--- src/rtl/spi_slave_gen.sv ---
// SPI slave with all logic in the sysClk domain: synchronised spiClk/cs/mosi,
// edge-detected shifting, a one-word tx holding register and an rx output register.
`timescale 1ns/1ps
module spi_slave_gen #(
    parameter int unsigned DATA_WIDTH  = 8,
    parameter int unsigned CPOL        = 0,
    parameter int unsigned CPHA        = 0,
    parameter int unsigned MSB_FIRST   = 1,
    parameter int unsigned SYNC_STAGES = 2
) (
    input  logic                  sysClk,
    input  logic                  reset_n,
    input  logic                  spiClk,
    input  logic                  cs,
    input  logic                  mosi,
    output logic                  miso,
    input  logic [DATA_WIDTH-1:0] tx_data,
    input  logic                  tx_valid,
    output logic                  tx_ready,
    output logic [DATA_WIDTH-1:0] rx_data,
    output logic                  rx_valid,
    input  logic                  rx_ready,
    output logic                  busy,
    output logic                  overrun,
    output logic                  underrun
);
    localparam int unsigned CNT_W    = $clog2(DATA_WIDTH);
    localparam int unsigned FLUSH    = SYNC_STAGES + 1;
    localparam logic        IDLE_CLK = 1'(CPOL);

    typedef enum logic {IDLE, ACTIVE} state_t;

    logic [SYNC_STAGES-1:0] sclk_sync_q, cs_sync_q, mosi_sync_q;
    logic                   sclk_prev_q, cs_prev_q;
    logic [2:0]             flush_q;
    logic                   armed_q;
    state_t                 state_q;
    logic [DATA_WIDTH-1:0]  hold_q, tx_shift_q, rx_shift_q, rx_data_q;
    logic                   tx_empty_q, rx_valid_q, miso_q, busy_q;
    logic                   overrun_q, underrun_q, done_q, word_end_q;
    logic [CNT_W-1:0]       bit_cnt_q;

    logic                   sclk_s, cs_s, mosi_s, sclk_rise, sclk_fall;
    logic                   lead_edge, trail_edge, sample_edge, shift_edge;
    logic                   cs_fall, cs_rise, load, capture;
    logic [DATA_WIDTH-1:0]  load_word, shift_src, rx_shift_d;

    function automatic logic first_bit(input logic [DATA_WIDTH-1:0] w);
        return (MSB_FIRST != 0) ? w[DATA_WIDTH-1] : w[0];
    endfunction

    function automatic logic [DATA_WIDTH-1:0] advance(input logic [DATA_WIDTH-1:0] w);
        return (MSB_FIRST != 0) ? {w[DATA_WIDTH-2:0], 1'b0} : {1'b0, w[DATA_WIDTH-1:1]};
    endfunction

    // Input synchronisers; cs is only trusted once a settled high has been seen after reset.
    always_ff @(posedge sysClk) begin
        if (!reset_n) begin
            sclk_sync_q <= {SYNC_STAGES{IDLE_CLK}};
            cs_sync_q   <= '1;
            mosi_sync_q <= '0;
            sclk_prev_q <= IDLE_CLK;
            cs_prev_q   <= 1'b1;
            flush_q     <= 3'd0;
            armed_q     <= 1'b0;
        end else begin
            sclk_sync_q <= {sclk_sync_q[SYNC_STAGES-2:0], spiClk};
            cs_sync_q   <= {cs_sync_q[SYNC_STAGES-2:0], cs};
            mosi_sync_q <= {mosi_sync_q[SYNC_STAGES-2:0], mosi};
            sclk_prev_q <= sclk_s;
            cs_prev_q   <= cs_s;
            if (flush_q != 3'(FLUSH)) flush_q <= flush_q + 3'd1;
            armed_q     <= armed_q | ((flush_q == 3'(FLUSH)) & cs_s);
        end
    end

    always_comb begin
        sclk_s      = sclk_sync_q[SYNC_STAGES-1];
        cs_s        = cs_sync_q[SYNC_STAGES-1];
        mosi_s      = mosi_sync_q[SYNC_STAGES-1];
        sclk_rise   = sclk_s & ~sclk_prev_q;
        sclk_fall   = ~sclk_s & sclk_prev_q;
        lead_edge   = (CPOL == 0) ? sclk_rise : sclk_fall;
        trail_edge  = (CPOL == 0) ? sclk_fall : sclk_rise;
        sample_edge = (CPHA == 0) ? lead_edge : trail_edge;
        shift_edge  = (CPHA == 0) ? trail_edge : lead_edge;
        cs_fall     = ~cs_s & cs_prev_q & armed_q;
        cs_rise     = cs_s & ~cs_prev_q;
        capture     = tx_valid & tx_empty_q;
        load        = ((state_q == IDLE) & cs_fall)
                    | ((state_q == ACTIVE) & ~cs_rise & shift_edge & word_end_q);
        // A same-cycle capture goes straight through to the shift register.
        load_word   = !tx_empty_q ? hold_q : (capture ? tx_data : '0);
        shift_src   = load ? load_word : tx_shift_q;
        rx_shift_d  = (MSB_FIRST != 0) ? {rx_shift_q[DATA_WIDTH-2:0], mosi_s}
                                       : {mosi_s, rx_shift_q[DATA_WIDTH-1:1]};
    end

    always_ff @(posedge sysClk) begin
        if (!reset_n) begin
            state_q    <= IDLE;
            hold_q     <= '0;
            tx_empty_q <= 1'b1;
            tx_shift_q <= '0;
            rx_shift_q <= '0;
            rx_data_q  <= '0;
            rx_valid_q <= 1'b0;
            miso_q     <= 1'b0;
            busy_q     <= 1'b0;
            overrun_q  <= 1'b0;
            underrun_q <= 1'b0;
            done_q     <= 1'b0;
            word_end_q <= 1'b0;
            bit_cnt_q  <= '0;
        end else begin
            overrun_q  <= 1'b0;
            underrun_q <= 1'b0;
            done_q     <= 1'b0;

            if (load) tx_empty_q <= 1'b1;
            else if (capture) begin
                hold_q     <= tx_data;
                tx_empty_q <= 1'b0;
            end
            if (load && tx_empty_q && !capture) underrun_q <= 1'b1;

            // Completed word lands one cycle after its final sample.
            if (done_q) begin
                rx_data_q  <= rx_shift_q;
                rx_valid_q <= 1'b1;
                overrun_q  <= rx_valid_q & ~rx_ready;
            end else if (rx_valid_q && rx_ready) begin
                rx_valid_q <= 1'b0;
            end

            case (state_q)
                IDLE: begin
                    miso_q <= 1'b0;
                    if (cs_fall) begin
                        state_q    <= ACTIVE;
                        busy_q     <= 1'b1;
                        bit_cnt_q  <= '0;
                        word_end_q <= 1'b0;
                        rx_shift_q <= '0;
                        tx_shift_q <= (CPHA == 0) ? advance(load_word) : load_word;
                        miso_q     <= (CPHA == 0) ? first_bit(load_word) : 1'b0;
                    end
                end
                ACTIVE: begin
                    if (cs_rise) begin
                        state_q    <= IDLE;
                        busy_q     <= 1'b0;
                        miso_q     <= 1'b0;
                        bit_cnt_q  <= '0;
                        word_end_q <= 1'b0;
                        rx_shift_q <= '0;
                        tx_shift_q <= '0;
                    end else begin
                        if (sample_edge) begin
                            rx_shift_q <= rx_shift_d;
                            if (bit_cnt_q == CNT_W'(DATA_WIDTH - 1)) begin
                                bit_cnt_q  <= '0;
                                word_end_q <= 1'b1;
                                done_q     <= 1'b1;
                            end else begin
                                bit_cnt_q <= bit_cnt_q + CNT_W'(1);
                            end
                        end
                        if (shift_edge) begin
                            miso_q     <= first_bit(shift_src);
                            tx_shift_q <= advance(shift_src);
                            if (load) word_end_q <= 1'b0;
                        end
                    end
                end
                default: state_q <= IDLE;
            endcase
        end
    end

    assign miso     = miso_q;
    assign tx_ready = tx_empty_q;
    assign rx_data  = rx_data_q;
    assign rx_valid = rx_valid_q;
    assign busy     = busy_q;
    assign overrun  = overrun_q;
    assign underrun = underrun_q;
endmodule
--- config.mk ---
export PLATFORM = sky130hd
export DESIGN_NAME = spi_slave_gen
export DESIGN_NICKNAME = d
export VERILOG_FILES = /design/src/rtl/spi_slave_gen.sv
export SDC_FILE = /design/constraint.sdc
export NUM_CORES = 1
export LEC_CHECK = 0
export CORE_UTILIZATION = 33
export DETAILED_ROUTE_END_ITERATION = 8
export PLACE_DENSITY = 0.51
export SYNTH_ARGS = -nofsm -noshare
export SYNTH_HDL_FRONTEND = slang
export SYNTH_SLANG_ARGS = --single-unit
--- constraint.sdc ---
create_clock -name sysClk -period 1.5 [get_ports sysClk]
set_clock_uncertainty 0.05 [all_clocks]
set_input_delay 0.375 -clock sysClk [delete_from_list [all_inputs] [get_ports sysClk]]
set_output_delay 0.375 -clock sysClk [all_outputs]
set_load 0.005 [all_outputs]
==> results.md, run 1 <==
- Initial antenna violation count: 0
- CTS tree: built
- Synthesized net count: 253
- Die area: 0.007369 sq mm
- Yosys warns: 0
- 1st-pass router iterations: 6
- Maximum clock insertion buffer count: 2
- I/O pins: 29
- Worst hold path class: reg -> reg
- Tmin final: 1415 ps
- Worst r2r src: sclk_sync_q[1]
- Yosys top cell area share: 47.46%
- CTS sink count: 55
- Largest net degree at the start of global routing: 65
- Number of antenna diodes: 0
- Ys async rst share: 0%
- GPL Wtd Cong: 0.7278
- Sequential area share after synthesis: 47.46%
- M3 GR Usage: 3.080%
- Peak VDD IR: 687.4 uV
- Final Max Tran Viols: 0
- Cell count after synthesis: 234
- Top cells by area, synth: dfxtp_1 47%, nor2b_1 8.1%, mux2i_1 7.3%
- End of the critical path: hold_q[4]
- Max Fclk: 706.6 MHz
- Initial DRC count: 94
- GR Overflow Total: 0
- P_leak: 1.228 nW
- Worst Path Required: 1690 ps
- Gr busiest metal: met2
- Routed len/inst: 12.36 microns
- Setup TNS: 0 ps
- Worst setup startpoint: sclk_sync_q[1]
- NetSw: 0.0005974 W
- Die extent in y: 85.84 microns
- Pwr/cell area: 914.2 mW/mm^2
- Hold wc startpoint: cs_sync_q[0]
- P&R area growth vs syn: 29.18%
- Post-synth EDFFs: 0
- Synth cell types: 36
- #FFs+latches synth: 55
- Arrival time at the worst endpoint: 1610 ps
- # rows: 30
- Via count: 1743
- Nets: 296
- Worst-path clk slew: 90 ps
- Fin crit share: 94.35%
- GRT met1 Usage: 17.90%
- First-pass GRT wire length: 7.728 mm
- Worst-margin pin slew: 327.7 ps
- Ys flop type: dfxtp_1
- Pint: 0.002142 W
- Skew-Pair Late Insertion Delay: 310 ps
- Initial core utilization: 34.14%
- Antenna viol nets, final: 0
- Setup-failing EPs final: 0
- Syn Std Cell Area: 0.002320 sq mm
- Buffers on Ports: 28
- Status: finished, final reports clean
- Synthesized area per cell: 9.913 sq um
- Clock power share: 34.5%
- DRC Markers: 0
- Synth area leader: dfxtp_1
- Reg-to-reg endpoint: hold_q[4]
- Die Width: 85.84 microns
- Vias per std cell: 4.673
- Core Region: 0.006794 sq mm
- Worst Reg2Reg Path Length in Cells: 5
- H-tree depth: 2
- Root Buffer: clkbuf_8
- Worst slew margin: 78.11%
- Type of origin of the critical path: flop
- Comb pwr share: 9.5%
- Met2 Resource Use GR: 20.65%
- Sw Ratio: 21.81%
- Placed Instances: 360
- Routed wire length: 4.611 mm
- Sequential Power Share: 56.0%
- Layout cells sized above 1: 20.94%
- Max-Cap Viols: 0
- Crit end category: flop
- List of most frequent post-synthesis cells: 55 x dfxtp_1, 30 x nor2b_1, 21 x nand2_1
- Crit path kind: reg -> reg
- Vias in the first global route: 1633
- Final Non-Filler Cells: 373
- Total GRT Usage: 13.27%
- Hold Violations, Final: 0
- Top-count cell post-synth: dfxtp_1
- Hpwl dp: 3.038 mm
- Setup slack, reg-to-reg: 80 ps
- TritonCTS buffer count: 5
- CP Max Fanout: 6
final cells by class:
cell class                 count  area, sq um
inverter                       3        11.26
timing repair buffer          55        484.2
clock buffer                   6        72.57
fill                         666         3797
sequential                    55         1122
tap                           96        120.1
multi-input combinational    157         1156
clock inverter                 1        30.03
what timing repair did:
action,4_1_cts,5_1_grt
gates resized for setup,30,13
buffers inserted,4,2
pin swaps,0,3
hold buffers,0,0
setup endpoints to repair,33,27
metal layers:
layer	wire, microns	vias to the layer above
met2	1969	20
li1	-	920
met4	72	0
met1	2440	796
met3	129	7
met5	0	-
cells by family after synthesis:
group / Yosys count / synth area share, %
flip-flops: 55 / 47.47
multiplexers: 17 / 7.335
adder cells (fa/ha/maj): 4 / 2.158
buffers and inverters: 22 / 4.692
XOR/XNOR: 1 / 0.3776
AND/OR/NAND/NOR: 90 / 22.49
AO/OA/AOI/OAI: 45 / 15.48
power by group through the flow:
stage | Clock, W | Combinational [W] | Sequential [W]
global placement | 0 | 0.000250 | 0.00157
CTS | 0.000993 | 0.000256 | 0.00153
floorplan | 0 | 0.000156 | 0.00156
finish | 0.000945 | 0.000261 | 0.00153
detailed placement | 0 | 0.000251 | 0.00157
global route | 0.00105 | 0.000293 | 0.00154
cell usage in the layout (no fill, tap or decap), types with 6 or more instances in the layout:
master / count
o211a_1: 7
nand4_1: 7
dfxtp_1: 40
o221ai_1: 6
dfxtp_2: 14
and2_1: 7
a32oi_1: 10
clkdlybuf4s50_1: 13
a31oi_1: 8
nor2b_1: 30
nand2_1: 21
dlygate4sd2_1: 14
buf_4: 24
mux2i_1: 17
worst max-delay path, cell delays in order, from the launching register on:
cell	delay, ps
dfxtp_2	340
and3b_2	230
a31oi_4	200
and3_4	230
buf_8	130
mux2i_1	180
through the flow:
step	total power (W)	cell area, sq um	hold WS (ps)	worst slack (ps)	utilization, %
finish	0.002739	2997	365.9	84.77	44.11
floorplan	0.001720	2320	336.3	64.42	-
global placement	0.001818	2788	342.7	-98.68	41.03
detailed placement	0.001819	2788	343.2	-129.9	41.03
CTS	0.002783	2939	370.8	-9.609	43.26
global route	0.002884	2997	388.2	-1.614	44.11
worst min path at each step:
stage / to / cells past startpoint / slack (ps)
after detailed placement: cs_sync_q[1] / 1 / 340
final: cs_sync_q[1] / 1 / 370
after global routing: cs_sync_q[1] / 1 / 390
after CTS: cs_sync_q[1] / 1 / 370
after global placement: cs_sync_q[1] / 1 / 340
after floorplan: cs_sync_q[1] / 1 / 340
registers in the layout, summed over array words and instances, names as in the netlist, 3 cells and up:
register	flops
bit_cnt_q	3
tx_shift_q	7
hold_q	8
rx_shift_q	8
rx_data	8
flush_q	3
(Power assumes the default switching activity.)
==> run 2: changes to the inputs <==
SETUP_SLACK_MARGIN = 0.5   (was unset)
==> run 2 against run 1 <==
  * Non-clock buffer count rose by 9
  * Routed wire length rose by 12%
  * Critical path depth did not move
  * Clock power fell by 18%
  * Worst hold slack barely moved
  * Largest cell class unchanged
  * Maximum frequency fell by 2.3%
  * Clock-buffer cell count fell by 1
  * First-iteration DRC count rose by 7.4%
  * Register-to-register slack got worse by 30 ps
  * Worst setup slack got worse by 34 ps
  * Critical path type unchanged
==> results.md, run 2 (same netlist as run 1, synthesis figures left out) <==
- Placed cell area: 0.002850 sq mm
- Arrival time at the worst endpoint: 1600 ps
- Status: finished, final reports clean
- Routed wire length: 5.181 mm
- Initial core utilization: 34.14%
- Worst-path clk slew: 90 ps
- Fill cells: 654
- Crit path kind: reg -> reg
- Maximum clock insertion buffer count: 2
- DRC Markers: 0
- Nets: 305
- Worst Path Required: 1650 ps
- Min Hold Slack: 365.8 ps
- Fin crit share: 96.61%
- Final Max Tran Viols: 0
- Core Region: 0.006794 sq mm
- Root Buffer: clkbuf_8
- Worst Reg2Reg Path Length in Cells: 5
- Final instance area: 0.003177 sq mm
- Initial antenna violation count: 0
- Area of the multi-input gates: 0.001295 sq mm
- # rows: 30
- H-tree depth: 2
- Setup repair after global routing missed its margin: yes
- Routed len/inst: 13.60 microns
- Peak VDD IR: 329.2 uV
- Final Non-Filler Cells: 381
- CTS sink count: 55
- Worst slew margin: 81.69%
- Via count: 1867
- Most common cell after layout, fill and taps aside: dfxtp_1
- Crit end category: flop
- Hold_buf cts: 0
- Total GRT Usage: 14.50%
- Worst r2r src: state_q
- Antenna viol nets, final: 0
- Pwr/cell area: 828.7 mW/mm^2
- CTS tree: built
- Post-Route Utilization: 46.76%
- I/O pins: 29
- Initial DRC count: 101
- Placed Instances: 361
- Hold Crit Depth: 1
- Largest net degree at the start of global routing: 65
- Max Fclk: 690.0 MHz
- Layout cells sized above 1: 36.84%
- P_leak: 1.263 nW
- TritonCTS buffer count: 5
- GR Overflow Total: 0
- Worst hold path class: reg -> reg
- CP Max Fanout: 6
- Type of origin of the critical path: flop
- Hold Violations, Final: 0
- 1st-pass router iterations: 4
- Max-Cap Viols: 0
- Reg area: 0.001131 sq mm
- Hpwl dp: 3.242 mm
- Worst Hold End: cs_sync_q[1]
- Buffers on Ports: 28
- Worst setup startpoint: state_q
- Setup TNS: 0 ps
- Die area: 0.007369 sq mm
- First-pass GRT wire length: 8.418 mm
- Vias in the first global route: 1793
- Hold wc startpoint: cs_sync_q[0]
- GPL Wtd Cong: 0.7309
- Worst-margin pin slew: 273.8 ps
- Tmin final: 1449 ps
- Die Width: 85.84 microns
- Vias per std cell: 4.900
- Setup slack, reg-to-reg: 50 ps
- Commonest non-fill, non-tap cells in the layout: 37 x dfxtp_1, 28 x nor2b_1, 25 x buf_4
- P&R area growth vs syn: 36.95%
- Skew-Pair Late Insertion Delay: 310 ps
- Number of antenna diodes: 0
- Die extent in y: 85.84 microns
- Setup-failing EPs final: 0
- Reg-to-reg endpoint: tx_shift_q[2]
[run 2: repair_timing]
| item | in CTS | in global routing |
|---|---|---|
| resized for setup | 82 | 29 |
| buffers inserted | 9 | 4 |
| setup endpoints to repair | 50 | 51 |
| pin swaps | 7 | 7 |
| cloned | 1 | 0 |
[run 2: routing by layer]
metal	GRT usage [%]	share of wire [%]	vias to the layer above	routed length (microns)
met2	21.89	44	33	2301
met1	19.90	50	886	2615
met5	0	0	-	0
met4	5.758	1.7	0	87
met3	3.561	3.4	7	177
li1	-	-	941	-
[run 2: layout make-up]
cell class,instances,area share [%]
tap,96,3.781
multi-input combinational,157,40.76
clock buffer,5,2.166
timing repair buffer,64,17.09
clock inverter,1,0.2363
inverter,3,0.3545
sequential,55,35.60
[run 2: how the worst max path moves through the flow]
stage                    endpoint  slack [ps]  cells past startpoint
floorplan           tx_shift_q[2]         100                      6
global placement             miso         -60                      5
detailed placement  tx_shift_q[5]        -100                      5
CTS                     hold_q[7]          60                      5
global route        rx_shift_q[1]         -10                      5
finish              tx_shift_q[2]          50                      5
[run 2: critical path, cell delays in order (launching register included)]
cell	delay (ps)
dfxtp_4	350
and4bb_4	360
buf_4	170
buf_4	140
o221ai_1	130
o211a_1	150
[run 2: power breakdown]
group / internal, W / switching (W)
Sequential: 0.00151 / 0.0000324
Combinational: 0.000182 / 0.000136
Clock: 0.000312 / 0.000463
[run 2: stage by stage]
stage	total power [W]	worst slack (ps)
6_report	0.002633	50.80
5_1_grt	0.002772	-13.46
4_1_cts	0.002641	56.06
3_5_place_dp	0.001849	-95.55
3_3_place_gp	0.001843	-57.24
2_1_floorplan	0.001752	95.59
